--- config.mk ---
export PLATFORM = sky130hd
export DESIGN_NAME = ps2_host_tx
export DESIGN_NICKNAME = d
export VERILOG_FILES = /design/src/rtl/ps2_host_tx.sv
export SDC_FILE = /design/constraint.sdc
export NUM_CORES = 1
export LEC_CHECK = 0
export ABC_AREA = 1
export BUFFER_PORTS_ARGS = -buffer_cell sky130_fd_sc_hd__buf_2
export CORE_MARGIN = 2
export CORE_UTILIZATION = 42
export DETAILED_ROUTE_END_ITERATION = 8
export RECOVER_POWER = 50
export SLEW_MARGIN = 20
export SYNTH_ARGS = -nofsm -noshare
export SYNTH_HDL_FRONTEND = slang
export SYNTH_SLANG_ARGS = --single-unit
--- constraint.sdc ---
create_clock -name clk -period 1.8 [get_ports clk]
set_clock_uncertainty 0.15 [all_clocks]
set_input_delay 0.09 -clock clk [delete_from_list [all_inputs] [get_ports clk]]
set_output_delay 0.09 -clock clk [all_outputs]
set_load 0.1 [all_outputs]
--- src/rtl/ps2_host_tx.sv ---
// rtl/ps2_host_tx.sv - PS/2 host-to-device command transmitter
// Inhibit, request-to-send, 11-bit frame on device clock falls, ACK check, timeout.
module ps2_host_tx #(
  parameter int INHIBIT_CYCLES = 2500,
  parameter int TIMEOUT_CYCLES = 375000,
  parameter int FILTER_LEN     = 4
) (
  input  logic       clk,
  input  logic       reset_n,
  input  logic [7:0] tx_data,
  input  logic       tx_valid,
  output logic       tx_ready,
  output logic       tx_done,
  output logic       tx_error,
  output logic       busy,
  input  logic       ps2_clk_in,
  input  logic       ps2_data_in,
  output logic       ps2_clk_oe,
  output logic       ps2_data_oe
);

  localparam int MAX_CNT = (TIMEOUT_CYCLES > INHIBIT_CYCLES) ? TIMEOUT_CYCLES : INHIBIT_CYCLES;
  localparam int TW      = $clog2(MAX_CNT + 1);
  localparam int FW      = (FILTER_LEN > 1) ? $clog2(FILTER_LEN) : 1;

  typedef enum logic [2:0] {IDLE, INHIBIT, RTS, SEND, ACK, WAIT_IDLE} state_t;

  state_t        state;
  state_t        state_next;
  logic [1:0]    clk_sync;
  logic [1:0]    data_sync;
  logic          clk_filt;
  logic          clk_filt_d;
  logic [FW-1:0] filt_cnt;
  logic          fall;
  logic          data_s;
  logic          timeout;
  logic          bus_wait;
  logic [TW-1:0] tmr;
  logic [3:0]    bit_cnt;
  logic [7:0]    shift;
  logic          parity;
  logic          data_oe_q;

  // Line levels idle high, so synchronizers and filter reset to 1 to avoid a false fall.
  always_ff @(posedge clk or negedge reset_n) begin
    if (!reset_n) begin
      clk_sync   <= 2'b11;
      data_sync  <= 2'b11;
      clk_filt   <= 1'b1;
      clk_filt_d <= 1'b1;
      filt_cnt   <= '0;
    end else begin
      clk_sync   <= {clk_sync[0], ps2_clk_in};
      data_sync  <= {data_sync[0], ps2_data_in};
      clk_filt_d <= clk_filt;
      if (clk_sync[1] == clk_filt) begin
        filt_cnt <= '0;
      end else if (filt_cnt == FW'(FILTER_LEN - 1)) begin
        clk_filt <= clk_sync[1];
        filt_cnt <= '0;
      end else begin
        filt_cnt <= filt_cnt + 1'b1;
      end
    end
  end

  assign fall     = clk_filt_d & ~clk_filt;
  assign data_s   = data_sync[1];
  assign bus_wait = (state == SEND) || (state == ACK) || (state == WAIT_IDLE);
  assign timeout  = bus_wait && (tmr == TW'(TIMEOUT_CYCLES)) && !fall;

  always_ff @(posedge clk or negedge reset_n) begin
    if (!reset_n) begin
      state <= IDLE;
    end else begin
      state <= state_next;
    end
  end

  always_comb begin
    state_next  = state;
    tx_ready    = 1'b0;
    busy        = 1'b1;
    tx_done     = 1'b0;
    tx_error    = 1'b0;
    ps2_clk_oe  = 1'b0;
    ps2_data_oe = 1'b0;
    case (state)
      IDLE: begin
        tx_ready = 1'b1;
        busy     = 1'b0;
        if (tx_valid) state_next = INHIBIT;
      end
      INHIBIT: begin
        ps2_clk_oe = 1'b1;
        if (tmr == TW'(INHIBIT_CYCLES - 1)) state_next = RTS;
      end
      RTS: begin
        ps2_clk_oe  = 1'b1;
        ps2_data_oe = 1'b1;
        state_next  = SEND;
      end
      SEND: begin
        if (timeout) begin
          tx_error   = 1'b1;
          state_next = IDLE;
        end else begin
          ps2_data_oe = data_oe_q;
          if (fall && bit_cnt == 4'd9) state_next = ACK;
        end
      end
      ACK: begin
        if (timeout) begin
          tx_error   = 1'b1;
          state_next = IDLE;
        end else if (fall) begin
          if (data_s) begin
            tx_error   = 1'b1;
            state_next = IDLE;
          end else begin
            state_next = WAIT_IDLE;
          end
        end
      end
      WAIT_IDLE: begin
        if (clk_filt && data_s) begin
          tx_done    = 1'b1;
          state_next = IDLE;
        end else if (timeout) begin
          tx_error   = 1'b1;
          state_next = IDLE;
        end
      end
      default: state_next = IDLE;
    endcase
  end

  // One timer serves both the inhibit hold and the per-edge timeout.
  always_ff @(posedge clk or negedge reset_n) begin
    if (!reset_n) begin
      tmr       <= '0;
      bit_cnt   <= '0;
      shift     <= '0;
      parity    <= 1'b0;
      data_oe_q <= 1'b0;
    end else begin
      if (state_next != state || (fall && bus_wait)) begin
        tmr <= '0;
      end else if (state != IDLE) begin
        tmr <= tmr + 1'b1;
      end
      case (state)
        IDLE: begin
          data_oe_q <= 1'b0;
          if (tx_valid) begin
            shift   <= tx_data;
            parity  <= ~^tx_data;
            bit_cnt <= '0;
          end
        end
        RTS: data_oe_q <= 1'b1;
        SEND: begin
          if (timeout) begin
            data_oe_q <= 1'b0;
          end else if (fall) begin
            bit_cnt <= bit_cnt + 4'd1;
            if (bit_cnt < 4'd8) begin
              data_oe_q <= ~shift[0];
              shift     <= {1'b0, shift[7:1]};
            end else if (bit_cnt == 4'd8) begin
              data_oe_q <= ~parity;
            end else begin
              data_oe_q <= 1'b0;
            end
          end
        end
        default: data_oe_q <= 1'b0;
      endcase
    end
  end

endmodule

==> flow_summary.rst, run 1 <==
.. list-table::
   :header-rows: 1

   * - Metric
     - Value
   * - Required time at the worst-slack endpoint
     - roughly 1800 ps
   * - Quantity of I/O buffers inserted on ports
     - 18
   * - Tcrit/Tclk final
     - 1.18
   * - Outcome
     - finished, violations left
   * - Area occupied by multi-input gates
     - about 1500 um2
   * - Flip-flop and latch area
     - roughly 1100 um2
   * - Ports placed on the boundary
     - 19
   * - CTS buffer count
     - 5
   * - Crit Path Max Fanout
     - 5
   * - Final Critical Period
     - 2120 ps
   * - Number of antenna violations at the first check in global routing
     - 0
   * - Worst Path Arrival
     - approximately 2200 ps
   * - Via count of the first global-routing pass
     - 2,313
   * - Critical path origin
     - tmr[1]$_DFFE_PN0P_
   * - Maximum number of pins on one net before global-route repair
     - 27
   * - Netlist cell types
     - 36
   * - Cell count after synthesis
     - roughly 300
   * - Worst min path class
     - in2reg
   * - Dominant synthesized flop cell
     - sky130_fd_sc_hd__dfrtp_1
   * - Chip Width
     - approximately 83 um
   * - First-pass GRT wire length
     - 10,100 um
   * - TritonCTS clock tree
     - done
   * - Drt drc
     - 0
   * - Number of fillers in the final layout
     - between 400 and 500
   * - Share of async-settable or async-resettable flops after synthesis
     - 1.00
   * - Worst reg2reg path endpoint
     - tmr[15]$_DFFE_PN0P_
   * - Slowest stage delay, CP
     - slightly above 400 ps
   * - TritonRoute pass-1 iters
     - 4
   * - Post-synthesis instance area
     - between 2000 and 3000 um2
   * - Aggregate routed wire length
     - about 6400 um
   * - Total buffers and inverters traversed by the critical path
     - 3
   * - Gp weighted congestion
     - roughly 0.88
   * - H-tree lvl count
     - 2
   * - Number of enable flip-flop cells after synthesis
     - 0
   * - Most common library cell in the layout ignoring fill and taps
     - sky130_fd_sc_hd__buf_4
   * - Min-Delay Path Depth
     - 5
   * - DRT antenna net count
     - 0
   * - Nature of the critical path startpoint
     - register
   * - Destination of the worst hold path
     - bit_cnt[3]$_DFFE_PN0P_
   * - Start point of the worst hold path
     - tx_valid
   * - Leakage power
     - approximately 1.8 nW
   * - Final worst hold slack
     - 86.9 ps
   * - IR drop worst, VDD
     - 0.503 mV
   * - Register-to-Register Setup Slack
     - -320 ps
   * - Nets in the synthesized netlist
     - approximately 330
   * - Most used cells in the layout excluding fill and tap cells
     - 68 x sky130_fd_sc_hd__buf_4, 52 x sky130_fd_sc_hd__nand2_1, 36 x sky130_fd_sc_hd__dfrtp_1
   * - Global-route congestion overflow total
     - 0
   * - Yosys Warn Count
     - 0
   * - Synthesized area divided by synthesized cell count
     - between 8 and 9 um2
   * - Average via count per standard cell
     - between 4 and 5
   * - Root Driver
     - sky130_fd_sc_hd__clkbuf_8
   * - Number of slew-limit violations in the final report
     - 0
   * - Area growth from synthesis to final layout
     - 53.7%
   * - Critical path's slowest cell
     - sky130_fd_sc_hd__dfrtp_1
   * - Post-DP HPWL
     - 4380 um
   * - Initial core utilization
     - 0.435
   * - Transition time at the pin with the least slew margin
     - around 1000 ps
   * - P per Cell Area
     - between 500 and 600 nW/um2
   * - Endpoint type of the worst setup path
     - register
   * - Fraction of the core area covered by cells at the end of the flow
     - 0.668
   * - Setup CP Type
     - reg2reg
   * - Final worst-path setup slack
     - -318 ps
   * - Core area
     - between 5000 and 6000 um2
   * - Clock slew seen by the registers of the worst setup and hold paths
     - about 100 ps
   * - Final setup violating endpoints
     - 21
   * - Failing checks
     - negative setup slack
   * - Layout cells sized above 1
     - 0.448
   * - Cells along the critical path
     - inv_2 > ha_4 > nand2_2 > nor2_2 > nand3_2 > nor2_4 > nand2_4 > buf_6 > nand2_4 > nand3_2 > nand2_1 > nand2_2 > nand3_4 > clkbuf_16 > nor2_2
   * - Unrepaired setup endpoints after global routing
     - true
   * - Total of flip-flops plus latches after synthesis
     - 44
   * - Clk_lat worst skew
     - 300 ps
   * - Number of diodes
     - 0
   * - Die Area
     - a little under 7000 um2
   * - Max clock buf depth
     - 2
   * - Y dimension of the die
     - 82.5 um
   * - Number of sinks handled by clock tree synthesis
     - 44
   * - Placement row count
     - 28
   * - Share of synthesized area occupied by flip-flops and latches
     - 0.428
   * - Highest clock rate
     - about 0.47 GHz
   * - Cell family contributing the most delay on the critical path
     - simple AND/OR/NAND/NOR gates
   * - Relative slew slack
     - 0.314
   * - Count of routing violations after the opening detailed-route iteration
     - slightly below 90
   * - Critical register-to-register path startpoint
     - tmr[1]$_DFFE_PN0P_
   * - Total number of vias
     - ~2,400
   * - Max Cap Violations
     - 0
   * - Cell count of the worst reg-to-reg path
     - 15
   * - Final Net Count
     - between 400 and 500
   * - Final hold violations
     - 0
   * - Total GRT Usage
     - 0.192
   * - Detail-routed net length per standard cell
     - around 13 um
[metal layers]
metal,routed length (um),GRT usage
met4,120,0.0607
met1,2990,0.253
met2,3130,0.322
met3,159,0.0348
met5,0,0
[worst max-delay path by stage]
stage / endpoint / slack [ps] / cells past startpoint
2_1_floorplan: tmr[8]$_DFFE_PN0P_ / -180 / 10
3_3_place_gp: tmr[1]$_DFFE_PN0P_ / -90 / 12
3_5_place_dp: tmr[15]$_DFFE_PN0P_ / -170 / 13
4_1_cts: ps2_data_oe / -250 / 11
5_1_grt: tmr[8]$_DFFE_PN0P_ / -460 / 12
6_report: tmr[15]$_DFFE_PN0P_ / -320 / 15
[sequential cells by signal (all words and copies together) (netlist names)]
name and cells:
clk_sync 2, parity 1, state 3, clk_filt 1, bit_cnt 4, clk_filt_d 1, data_oe_q 1, filt_cnt 2
data_sync 2, shift 8, tmr 19
[cell usage after synthesis, types with 3 or more instances]
| master | count | area share |
|---|---|---|
| sky130_fd_sc_hd__a21oi_1 | 5 | 0.0097 |
| sky130_fd_sc_hd__dfrtp_1 | 38 | 0.37 |
| sky130_fd_sc_hd__dfstp_2 | 6 | 0.061 |
| sky130_fd_sc_hd__ha_1 | 6 | 0.029 |
| sky130_fd_sc_hd__inv_1 | 36 | 0.052 |
| sky130_fd_sc_hd__inv_2 | 6 | 0.0087 |
| sky130_fd_sc_hd__nand2_1 | 61 | 0.088 |
| sky130_fd_sc_hd__nand2_2 | 5 | 0.012 |
| sky130_fd_sc_hd__nand2_4 | 5 | 0.022 |
| sky130_fd_sc_hd__nand3_1 | 15 | 0.029 |
| sky130_fd_sc_hd__nand3_2 | 3 | 0.012 |
| sky130_fd_sc_hd__nand4_1 | 5 | 0.012 |
| sky130_fd_sc_hd__nor2_1 | 38 | 0.055 |
| sky130_fd_sc_hd__nor2_2 | 9 | 0.022 |
| sky130_fd_sc_hd__nor2_4 | 6 | 0.026 |
| sky130_fd_sc_hd__nor3_1 | 4 | 0.0077 |
| sky130_fd_sc_hd__o211ai_1 | 6 | 0.017 |
| sky130_fd_sc_hd__o21ai_0 | 14 | 0.027 |
| sky130_fd_sc_hd__xnor2_1 | 9 | 0.030 |
| sky130_fd_sc_hd__xor2_1 | 13 | 0.044 |
[through the flow]
stage / setup slack [ps] / setup TNS, ps / std cells / power, W / area (um2)
6_report: -318 / -5920 / 499 / 0.00210 / 3980
5_1_grt: -460 / -12370 / 499 / 0.00219 / 3980
4_1_cts: -254 / -4550 / 488 / 0.00212 / 3770
3_5_place_dp: -169 / -2730 / 464 / 0.00132 / 3420
3_3_place_gp: -91.7 / -1480 / 464 / 0.00131 / 3420
2_1_floorplan: -179 / -2370 / 308 / 0.00119 / 2650
[cell families (layout without fill, tap and decap cells)]
logic type / count (synthesis) / in the layout / synth area share
compound gates: 33 / 33 / 0.0793
xor+xnor: 22 / 22 / 0.0744
fa+ha+maj: 6 / 6 / 0.0290
buf+inv: 46 / 162 / 0.0768
flops: 44 / 44 / 0.428
simple gates: 157 / 157 / 0.312
[timing repair]
item	4_1_cts	5_1_grt
resized for setup	23	32
endpoints found under the hold margin	48	0
cloned	0	3
buffers inserted	5	8
pin swaps	3	13
hold buffers	11	0
endpoints found under the setup margin	22	32
[area by class of cell]
cell class,instances,share of cell area
Tap cell,75,0.0236
Sequential cell,44,0.279
Clock inverter,3,0.0107
Timing Repair Buffer,111,0.253
Inverter,43,0.0472
Multi-Input combinational cell,218,0.369
Clock buffer,5,0.0173
[report_power, final]
part	switching [W]	internal [W]	total (W)	leakage (nW)
sequential	0.0000250	0.00104	0.00107	0.554
clock	0.000361	0.000411	0.000772	0.0541
combinational	0.000134	0.000121	0.000255	1.24
[worst reg2reg max path, stage by stage (launching register included)]
cell                        delay (ps)
sky130_fd_sc_hd__dfrtp_1           410
sky130_fd_sc_hd__inv_2              80
sky130_fd_sc_hd__ha_4              120
sky130_fd_sc_hd__nand2_2            40
sky130_fd_sc_hd__nor2_2            100
sky130_fd_sc_hd__nand3_2           100
sky130_fd_sc_hd__nor2_4            160
sky130_fd_sc_hd__nand2_4            70
sky130_fd_sc_hd__buf_6             130
sky130_fd_sc_hd__nand2_4            60
sky130_fd_sc_hd__nand3_2            70
sky130_fd_sc_hd__nand2_1            90
sky130_fd_sc_hd__nand2_2            70
sky130_fd_sc_hd__nand3_4           130
sky130_fd_sc_hd__clkbuf_16         190
sky130_fd_sc_hd__nor2_2             30
Power figures use the tool's default switching activity.
==> inputs of run 2 (changes only) <==
--- a/config.mk
+++ b/config.mk
@@ -8,8 +8,9 @@
 export ABC_AREA = 1
 export BUFFER_PORTS_ARGS = -buffer_cell sky130_fd_sc_hd__buf_2
 export CORE_MARGIN = 2
-export CORE_UTILIZATION = 42
+export CORE_UTILIZATION = 54
 export DETAILED_ROUTE_END_ITERATION = 8
+export PLACE_DENSITY = 0.76
 export RECOVER_POWER = 50
 export SLEW_MARGIN = 20
 export SYNTH_ARGS = -nofsm -noshare
==> flow_summary.rst, run 2 (same netlist as run 1, synthesis figures left out) <==
.. list-table::
   :header-rows: 1

   * - Metric
     - Value
   * - TritonCTS clock tree
     - done
   * - Final setup violating endpoints
     - 31
   * - Relative slew slack
     - 0.178
   * - Clk_lat worst skew
     - a little over 300 ps
   * - Tcrit/Tclk final
     - 1.19
   * - Count of routing violations after the opening detailed-route iteration
     - 245
   * - P per Cell Area
     - ~520 nW/um2
   * - Number of slew-limit violations in the final report
     - 0
   * - Required time at the worst-slack endpoint
     - 1900 ps
   * - Outcome
     - finished, violations left
   * - Final Critical Period
     - between 2000 and 2500 ps
   * - Placement row count
     - 25
   * - Max clock buf depth
     - 2
   * - Largest registers ranked by flip-flop count
     - tmr x19, shift x8, bit_cnt x4
   * - CTS buffer count
     - 5
   * - Top register by number of flip-flops
     - tmr
   * - Max Cap Violations
     - 0
   * - Most used cells in the layout excluding fill and tap cells
     - 62 x sky130_fd_sc_hd__buf_4, 51 x sky130_fd_sc_hd__nand2_1, 36 x sky130_fd_sc_hd__dfrtp_1
   * - Global-route congestion overflow total
     - 0
   * - Unrepaired setup endpoints after global routing
     - true
   * - Average via count per standard cell
     - just under 6
   * - H-tree lvl count
     - 2
   * - Worst min path class
     - in2reg
   * - Clock network fraction of design power
     - 0.376
   * - Gp weighted congestion
     - 0.899
   * - IR drop worst, VDD
     - roughly 0.6 mV
   * - Endpoint type of the worst setup path
     - register
   * - Final Net Count
     - around 440
   * - Y dimension of the die
     - ~73 um
   * - Total number of vias
     - ~2,700
   * - Leakage power
     - 1.82 nW
   * - Final hold violations
     - 0
   * - Detail-routed net length per standard cell
     - between 15 and 20 um
   * - Ports placed on the boundary
     - 19
   * - Wire length the detailed router placed on met1
     - ~3400 um
   * - Initial core utilization
     - 0.555
   * - Met2 WL post-DR
     - 4470 um
   * - Cells after DPL
     - 437
   * - Maximum number of pins on one net before global-route repair
     - 24
   * - Drt drc
     - 0
   * - Top routing layer used
     - met4
   * - Non-filler cells, final
     - approximately 470
   * - Crit Path Max Fanout
     - 8
   * - Final worst hold slack
     - slightly below 7 ps
   * - Sequential group share of total power
     - 0.510
   * - Transition time at the pin with the least slew margin
     - roughly 1200 ps
   * - Number of diodes
     - 0
   * - Register-to-Register Setup Slack
     - -340 ps
   * - Final worst-path setup slack
     - -340 ps
   * - Post-DP HPWL
     - roughly 4400 um
   * - Max FFs per register
     - 19
   * - Switching power of the nets
     - between 0.0005 and 0.0006 W
   * - Proportion of total power due to net switching
     - 0.255
   * - Clock slew seen by the registers of the worst setup and hold paths
     - ~90 ps
   * - Failing checks
     - negative setup slack
   * - First-pass GRT wire length
     - between 10,000 and 15,000 um
   * - Aggregate routed wire length
     - 8830 um
   * - Internal Dissipation
     - 0.00156 W
   * - Number of sinks handled by clock tree synthesis
     - 44
   * - Chip Width
     - between 70 and 80 um
   * - Most common library cell in the layout ignoring fill and taps
     - sky130_fd_sc_hd__buf_4
   * - TritonRoute pass-1 iters
     - 5
   * - Fraction of the core area covered by cells at the end of the flow
     - 0.861
   * - Worst Path Arrival
     - 2240 ps
   * - Met3 wire length
     - roughly 550 um
   * - Layout cells sized above 1
     - 0.468
   * - Root Driver
     - sky130_fd_sc_hd__clkbuf_8
   * - Combinational Power Share
     - 0.115
   * - Number of antenna violations at the first check in global routing
     - 0
   * - Post-placement worst setup slack
     - -152 ps
   * - Via count of the first global-routing pass
     - between 2,000 and 3,000
   * - DRT antenna net count
     - 0
   * - Die Area
     - about 5400 um2
   * - Quantity of I/O buffers inserted on ports
     - 18
   * - Area growth from synthesis to final layout
     - 55.0%
   * - Nature of the critical path startpoint
     - register
   * - Setup CP Type
     - reg2reg
   * - Core area
     - between 4000 and 5000 um2
   * - Highest clock rate
     - around 0.47 GHz
   * - Total GRT Usage
     - 0.290
## run 2: cell count changes in the layout (fill, tap and decap cells not counted), sizes merged
cell	previous run	this run
buf	94	91
dlygate4sd3	11	10
clkbuf	11	8
inv	42	43
clkinv	2	1
## run 2: critical path, stage by stage, from the launching register on
cell and delay [ps]:
sky130_fd_sc_hd__dfrtp_1 430, sky130_fd_sc_hd__inv_1 90, sky130_fd_sc_hd__nor2_1 150, sky130_fd_sc_hd__nand2_1 160
sky130_fd_sc_hd__nor2_4 140, sky130_fd_sc_hd__nand3_2 130, sky130_fd_sc_hd__a21oi_4 200, sky130_fd_sc_hd__nand4_1 130
sky130_fd_sc_hd__nand2_2 100, sky130_fd_sc_hd__nand3_4 120, sky130_fd_sc_hd__buf_12 190, sky130_fd_sc_hd__nor2_1 90
## run 2: path summary, 6_finish.rpt
path / startpoint / endpoint / cells after the start
max: tmr[11]$_DFFE_PN0P_ / tmr[2]$_DFFE_PN0P_ / 11
min: tx_data[1] / shift[1]$_DFFE_PN0P_ / 3
max reg2reg: tmr[11]$_DFFE_PN0P_ / tmr[2]$_DFFE_PN0P_ / 11
min reg2reg: clk_sync[0]$_DFF_PN1_ / clk_sync[1]$_DFF_PN1_ / 0
max in group asynchronous: reset_n / data_sync[0]$_DFF_PN1_ / 3
min in group asynchronous: reset_n / tmr[6]$_DFFE_PN0P_ / 2
## run 2: area by class of cell
| cell class | count | area [um2] |
|---|---|---|
| fillers | 208 | 649 |
| well taps | 54 | 67.6 |
| clock inverters | 3 | 42.5 |
| repair buffers | 104 | 965 |
| clock buffers | 5 | 68.8 |
| inverters | 43 | 180 |
| flip-flops and latches | 44 | 1110 |
| multi-input cells | 218 | 1580 |
## run 2: through the flow
stage          total power [W]  TNS, ps  instance area, um2
6_report               0.00210    -6860                4010
4_1_cts                0.00209    -4670                3720
3_3_place_gp           0.00129    -1410                3370
5_1_grt                0.00216    -9470                4010
3_5_place_dp           0.00130    -2630                3370
2_1_floorplan          0.00119    -2370                2650
## run 2: power by group through the flow
stage / Clock [W] / Combinational, W / Sequential, W
after CTS: 0.000780 / 0.000233 / 0.00107
after detailed placement: 0 / 0.000211 / 0.00109
after global routing: 0.000818 / 0.000265 / 0.00108
after global placement: 0 / 0.000205 / 0.00109
after floorplan: 0 / 0.000107 / 0.00109
final: 0.000789 / 0.000241 / 0.00107
## run 2: routing by layer
metal	up-vias	track usage
met4	0	0.115
met5	-	0
met2	140	0.514
li1	1194	-
met1	1339	0.337
met3	47	0.0635
## run 2: what timing repair did
item | 4_1_cts | 5_1_grt
setup endpoints to repair | 29 | 33
cloned | 0 | 2
pin swaps | 5 | 18
setup buffers | 9 | 6
hold buffers | 10 | 0
gates resized for setup | 21 | 56
endpoints found under the hold margin | 31 | 0
